`src/rtl/mul_ctrl.sv`:
```
// Control sequencer for the repeated-addition multiplier: accepts operand pairs,
// drives the datapath load/add/decrement strobes and holds the result handshake.
//
//   state  | meaning
//   -------+-------------------------------------------------------------
//   IDLE   | waiting for an operand pair, req_ready high
//   LOAD_A | opa on data_in, LdA pulsed
//   LOAD_B | opb on data_in, LdB + clrP pulsed
//   ADD    | one LdP + decB per cycle until the datapath B counter hits zero
//   DONE   | product final in datapath P, res_valid held until res_ready
module mul_ctrl #(
    parameter int W        = 16,
    parameter bit SWAP_MIN = 1'b1
) (
    input  logic         clk,
    input  logic         rst_n,
    input  logic         req_valid,
    output logic         req_ready,
    input  logic [W-1:0] req_a,
    input  logic [W-1:0] req_b,
    input  logic         abort,
    input  logic         eqz,
    output logic [W-1:0] data_in,
    output logic         LdA,
    output logic         LdB,
    output logic         LdP,
    output logic         clrP,
    output logic         decB,
    output logic         res_valid,
    input  logic         res_ready,
    output logic         busy,
    output logic [W-1:0] iter_cnt
);

    typedef enum logic [2:0] {
        S_IDLE   = 3'd0,
        S_LOAD_A = 3'd1,
        S_LOAD_B = 3'd2,
        S_ADD    = 3'd3,
        S_DONE   = 3'd4
    } state_t;

    localparam logic [W-1:0] ONE = {{(W-1){1'b0}}, 1'b1};

    state_t       r_state;
    logic [W-1:0] r_opa;
    logic [W-1:0] r_opb;
    logic [W-1:0] r_iter;
    logic         w_swap;

    // Loading the smaller operand into B minimises the number of add cycles.
    assign w_swap = SWAP_MIN && (req_a < req_b);

    always_ff @(posedge clk or negedge rst_n) begin
        if (!rst_n) begin
            r_state <= S_IDLE;
            r_opa   <= '0;
            r_opb   <= '0;
            r_iter  <= '0;
        end else begin
            case (r_state)
                S_IDLE: begin
                    if (req_valid) begin
                        r_opa   <= w_swap ? req_b : req_a;
                        r_opb   <= w_swap ? req_a : req_b;
                        r_iter  <= '0;
                        r_state <= S_LOAD_A;
                    end
                end
                S_LOAD_A: r_state <= abort ? S_IDLE : S_LOAD_B;
                S_LOAD_B: r_state <= abort ? S_IDLE : S_ADD;
                S_ADD: begin
                    if (abort) begin
                        r_state <= S_IDLE;
                    end else if (eqz) begin
                        r_state <= S_DONE;
                    end else begin
                        r_iter <= r_iter + ONE;
                    end
                end
                S_DONE: begin
                    if (res_ready) begin
                        r_state <= S_IDLE;
                    end
                end
                default: r_state <= S_IDLE;
            endcase
        end
    end

    // Strobes are decoded from state; ADD is Mealy on eqz, abort blanks everything.
    always_comb begin
        data_in = '0;
        LdA     = 1'b0;
        LdB     = 1'b0;
        LdP     = 1'b0;
        clrP    = 1'b0;
        decB    = 1'b0;
        case (r_state)
            S_LOAD_A: begin
                data_in = r_opa;
                LdA     = !abort;
            end
            S_LOAD_B: begin
                data_in = r_opb;
                LdB     = !abort;
                clrP    = !abort;
            end
            S_ADD: begin
                LdP  = !abort && !eqz;
                decB = !abort && !eqz;
            end
            default: ;
        endcase
    end

    assign req_ready = rst_n && (r_state == S_IDLE);
    assign busy      = (r_state != S_IDLE);
    assign res_valid = (r_state == S_DONE);
    assign iter_cnt  = r_iter;

endmodule

```
`config.mk`:
```
export PLATFORM = sky130hd
export DESIGN_NAME = mul_ctrl
export DESIGN_NICKNAME = d
export VERILOG_FILES = /design/src/rtl/mul_ctrl.sv
export SDC_FILE = /design/constraint.sdc
export NUM_CORES = 1
export LEC_CHECK = 0
export ABC_AREA = 1
export BUFFER_PORTS_ARGS = -buffer_cell sky130_fd_sc_hd__buf_2
export CAP_MARGIN = 5
export CELL_PAD_IN_SITES_DETAIL_PLACEMENT = 1
export CELL_PAD_IN_SITES_GLOBAL_PLACEMENT = 1
export CORE_MARGIN = 4
export CORE_UTILIZATION = 38
export DETAILED_ROUTE_END_ITERATION = 6
export PLACE_DENSITY_LB_ADDON = 0.1
export SLEW_MARGIN = 10
export SYNTH_ARGS = -nofsm -noshare
export SYNTH_HDL_FRONTEND = slang
export SYNTH_SLANG_ARGS = --single-unit
```
`constraint.sdc`:
```
create_clock -name clk -period 1.7 [get_ports clk]
set_input_delay 0.085 -clock clk [delete_from_list [all_inputs] [get_ports clk]]
set_output_delay 0.085 -clock clk [all_outputs]
set_load 0.01 [all_outputs]
```
# Yosys cells after proc, flatten, opt, wreduce, memory -nomap -nowiden

Index checks and enable logic that the tools add are counted.

Flip-flop bits (word level): 51
Logic and storage cells: 42

Reductions and logical operators: 10
Multiplexer cells: 17
$add $sub $neg: 1
$lt $le $gt $ge: 1
Equal/unequal tests: 9

Operator list:

| cell                  | count |
|---|---|
| $mux 16               | 5 |
| $pmux 16 s2           | 2 |
| $add 16x1->16 const B | 1 |
| $lt 16x16->1          | 1 |
| $pmux 3 s5            | 1 |
| $mux 3                | 4 |
| $eq 3x2->1 const B    | 2 |
| $ne 2x2->1 const B    | 3 |
| $mux 2                | 2 |
| $reduce_and 4->1      | 1 |
| $eq 3x1->1 const B    | 1 |
| $eq 3x3->1 const B    | 1 |
| $logic_not 3->1       | 1 |
| $mux 1                | 3 |
| $ne 3x3->1 const B    | 1 |
| $reduce_and 3->1      | 1 |
| $reduce_bool 3->1     | 1 |
| $logic_and 1x1->1     | 2 |
| $logic_not 1->1       | 2 |
| $ne 2x1->1 const B    | 1 |
| $reduce_and 2->1      | 1 |
| $reduce_bool 2->1     | 1 |

# Longest topological paths before layout

Depth in word-level cells: 4
Gate-level depth with buffers: 14
Depth with buffers taken out: 13

# Worst setup path after synthesis

Ideal clock, no wire load.

Kind: flip-flop to flip-flop
Start point: reg r_iter[0] (netlist: iter_cnt[0])
End point: reg r_iter[8] (netlist: iter_cnt[8])
Arrival: 1428 ps
Setup time: 119 ps
Buffers on the path: 0
Data required time: 1581 ps
Period minus slack after synthesis: 1547 ps
Setup slack: 153 ps
Stages on the path, launching flop included: 8
Path through: dfrtp_1 -> ha_1 -> nand3_1 -> nor3_1 -> nand2_1 -> nor2_1 -> a21oi_1 -> o21a_1

Word-level cells in the longest chain between the ends: 4

Ends and longest elaborated chain:

| what                   | RTL line | RTL |
|---|---|---|
| from (decl)            | 48       | `logic [W-1:0] r_iter;` |
| from (signal assigned) | 78       | `r_iter <= r_iter + ONE;` |
| $add 16x1->16          | 78       |  |
| $mux 16                | 75       | `end else if (eqz) begin` |
| $mux 16                | 73       | `if (abort) begin` |
| $pmux 16 s2            | 61       | `case (r_state)` |

No other way between the ends. The select of a mux whose other input is x is not followed.
A chain may end at the register's enable or synchronous reset.

# Worst setup path in the final report

Start point: reg r_state[2]
End point: out clrP

Word-level cells in the longest chain between the ends: 2

Ends and longest elaborated chain:

| what                   | RTL line | RTL |
|---|---|---|
| from (decl)            | 45       | `state_t r_state;` |
| from (signal assigned) | 70       | `S_LOAD_A: r_state <= abort ? S_IDLE : S_LOAD_B;` |
| from (signal assigned) | 71       | `S_LOAD_B: r_state <= abort ? S_IDLE : S_ADD;` |
| $eq 3x2->1             | 99       | `case (r_state)` |
| $mux 1                 | 99       |  |
| to (decl)              | 27       | `output logic clrP,` |

No other way between the ends.

==> flow_metrics.py <==
metrics = {
    "power": {
        "power_density_nw_per_um2": 1246,
        "power.internal_w": 0.003019,
        "switching_share_pct": 42.14,
        "clock_power_share_pct": 14.6,
        "power.switching_w": 0.002199,
        "power_frac_comb_pct": 48.8,
        "power.leakage_nw": 2.384,
        "vdd_drop_max_mv": 0.4182,
        "p_seq_share_pct": 36.6,
    },
    "finish": {
        "ff_latch_area_sq_um": 1279,
        "final_cell_mix": "150 x nand2_1, 77 x buf_2, 75 x inv_1",
        "layout_commonest_cell": "nand2_1",
        "multi_input_area_sq_um": 1734,
        "final_nets": 627,
        "antennaDiodeCount": 0,
        "drive_gt1_share_pct": 22.47,
        "syn_to_final_growth_pct": 25.35,
        "fill_cells": 1145,
    },
    "timing": {
        "skew_ps": 4.054,
        "max_freq_ghz": 0.6142,
        "hold_violations": 0,
        "finalSetupTns_ps": 0,
        "worst_slack_ps": 71.99,
        "post-route-min-period_ps": 1628,
        "slew_headroom_pct": 70.23,
        "slew_viol_final": 0,
        "finalSetupViolations": 0,
        "worst_pin_slew_ps": 443.1,
        "fin_crit_sh_pct": 95.77,
        "rsz0062_at_grt": "true",
    },
    "yosys": {
        "synth.avg_cell_area_sq_um": 6.848,
        "synth_edf_count": 0,
        "syn_area_sq_um": 3342,
        "ys_ff_latch": 51,
        "yosys_warnings": 0,
        "synth_top_flop_cell": "dfrtp_1",
        "synthDistinctLibCells": 29,
        "synthArstFlopShare_pct": 100.0,
        "synth_nets": 542,
        "seq_area_frac_synth_pct": 38.19,
        "synth.largest_area_cell": "dfrtp_1",
        "synth_top_area_share_pct": 38.19,
        "synth_area_leaders": "dfrtp_1 38%, nand2_1 17%, nand3_1 11%, inv_1 8.5%, ha_1 6.0%",
        "syn_inst": 488,
    },
    "route": {
        "drtPass1Iterations": 4,
        "antenna_left": 0,
        "vias": 3458,
        "wl_microns": 9906,
        "vias_per_cell": 5.093,
        "drt_iter0_drc": 92,
        "drc": 0,
        "routedWlPerCell_microns": 14.59,
    },
    "global_route": {
        "grt_pass1_vias": 3565,
        "grt.total_usage_pct": 19.88,
        "overflow": 0,
        "grt_pass1_wl_microns": 16640,
        "grt_max_degree": 39,
        "antenna_found_initial": 0,
    },
    "floorplanning": {
        "start_util_pct": 39.87,
        "io_pins": 78,
        "die_h_microns": 101.8,
        "die_x_microns": 101.8,
        "core_sq_um": 8382,
        "num_rows": 33,
        "die_area_sq_um": 10360,
    },
    "setup_path": {
        "critPathMaxFanout": 17,
        "end_kind": "primary output",
        "critical_path_required_ps": 1620,
        "startpoint_type": "flop",
        "cp.arrival_ps": 1540,
        "critPathKind": "flop to primary output",
    },
    "cts": {
        "clock-sinks": 51,
        "root_buffer": "clkbuf_8",
        "cts_htree_levels": 2,
        "clockBufferDepth": 2,
        "cts_tree": "done",
        "clk_pin_slew_worst_paths_ps": 90,
        "clk_latency_ps": 300,
        "cts_made_buffers": 5,
    },
    "placed_design": {
        "gp_congestion": 0.7944,
        "place_ws_ps": -65.52,
        "hpwl_microns": 7415,
        "io_buffers": 77,
    },
    "status": {
        "status": "finished clean",
    },
    "run": {
        "max_cap_violations": 0,
    },
    "min_path": {
        "holdCritPathClass": "primary input to flop",
    },
}
-- final timing paths --
path / slack [ps] / startpoint / endpoint / depth (start not counted)
worst max register to register: 90 / r_state[2] / iter_cnt[8] / 7
min in group asynchronous: 250 / rst_n / r_state[2] / 2
worst min register to register: 490 / r_opb[1] / r_opb[1] / 2
worst min-delay path: 30 / abort / r_state[2] / 2
max in group asynchronous: 660 / rst_n / r_opa[5] / 3
worst max-delay path: 70 / r_state[2] / clrP / 5
-- cell type report --
cell class | count | share of cell area [%]
Multi-Input combinational cell | 337 | 41.40
Sequential cell | 51 | 30.53
Clock buffer | 8 | 2.389
Tap cell | 105 | 3.136
Timing Repair Buffer | 99 | 15.41
Inverter | 79 | 7.139
-- metrics by stage --
stage	utilization [%]	area (sq um)	cells	power [W]	hold WS, ps
after floorplan	-	3342	488	0.003297	-210.6
after global placement	47.34	3968	667	0.004155	51.49
after detailed placement	47.34	3968	667	0.004248	54.18
after CTS	48.75	4086	676	0.005055	11.51
after global routing	49.98	4189	679	0.005699	26.90
final	49.98	4189	679	0.005218	28.77
-- what timing repair did --
item | CTS | global route
hold buffers | 1 | 0
setup buffers | 0 | 2
hold endpoints to repair | 17 | 0
setup endpoints to repair | 41 | 58
gates resized for setup | 4 | 20
pin swaps | 0 | 2
cloned | 0 | 1
-- routing by layer --
layer,part of all wire (%),track usage (%),vias up
li1,-,-,1717
met1,46,27.73,1654
met2,49,32.85,73
met3,3.3,1.928,14
met4,2.1,5.726,0
met5,0,0,-
-- sequential cells by signal, indices dropped and copies added, names as in the netlist --
name,count
iter_cnt,16
r_opa,16
r_opb,16
r_state,3
-- synth_stat cells, types with 2 or more instances --
cell / count
inv_1: 76
nand2_1: 151
inv_2: 2
nor2_1: 19
o21ai_0: 23
ha_1: 16
buf_4: 3
nor3_1: 16
nand2_4: 2
o21ai_1: 3
dfrtp_1: 51
xor2_1: 2
clkbuf_1: 14
nand3_1: 75
a21oi_1: 12
buf_1: 3
nand4_1: 8
-- critical path: stages, from the launching register on --
cell	delay [ps]
dfrtp_2	480
nor3_4	260
buf_12	180
inv_1	60
nor2_2	120
buf_2	150
-- power groups by stage --
| stage | registers (W) | clock network, W | logic (W) |
|---|---|---|---|
| after floorplan | 0.00185 | 0 | 0.00144 |
| after global placement | 0.00188 | 0 | 0.00227 |
| after detailed placement | 0.00190 | 0 | 0.00234 |
| after CTS | 0.00188 | 0.000800 | 0.00237 |
| after global routing | 0.00195 | 0.000838 | 0.00291 |
| final | 0.00191 | 0.000763 | 0.00255 |
-- cell families (layout without fill, tap and decap cells) --
| family | count (synthesis) | in the layout | synth area share, % |
|---|---|---|---|
| DFF | 51 | 51 | 38.19 |
| buffers and inverters | 100 | 186 | 11.68 |
| and+or+nand+nor | 277 | 277 | 36.99 |
| adders and majority gates | 16 | 16 | 5.990 |
| AOI/OAI and AO/OA | 42 | 42 | 6.627 |
| xor gates and xnor gates | 2 | 2 | 0.5242 |
Note: power is estimated with default switching activity, not from simulation.
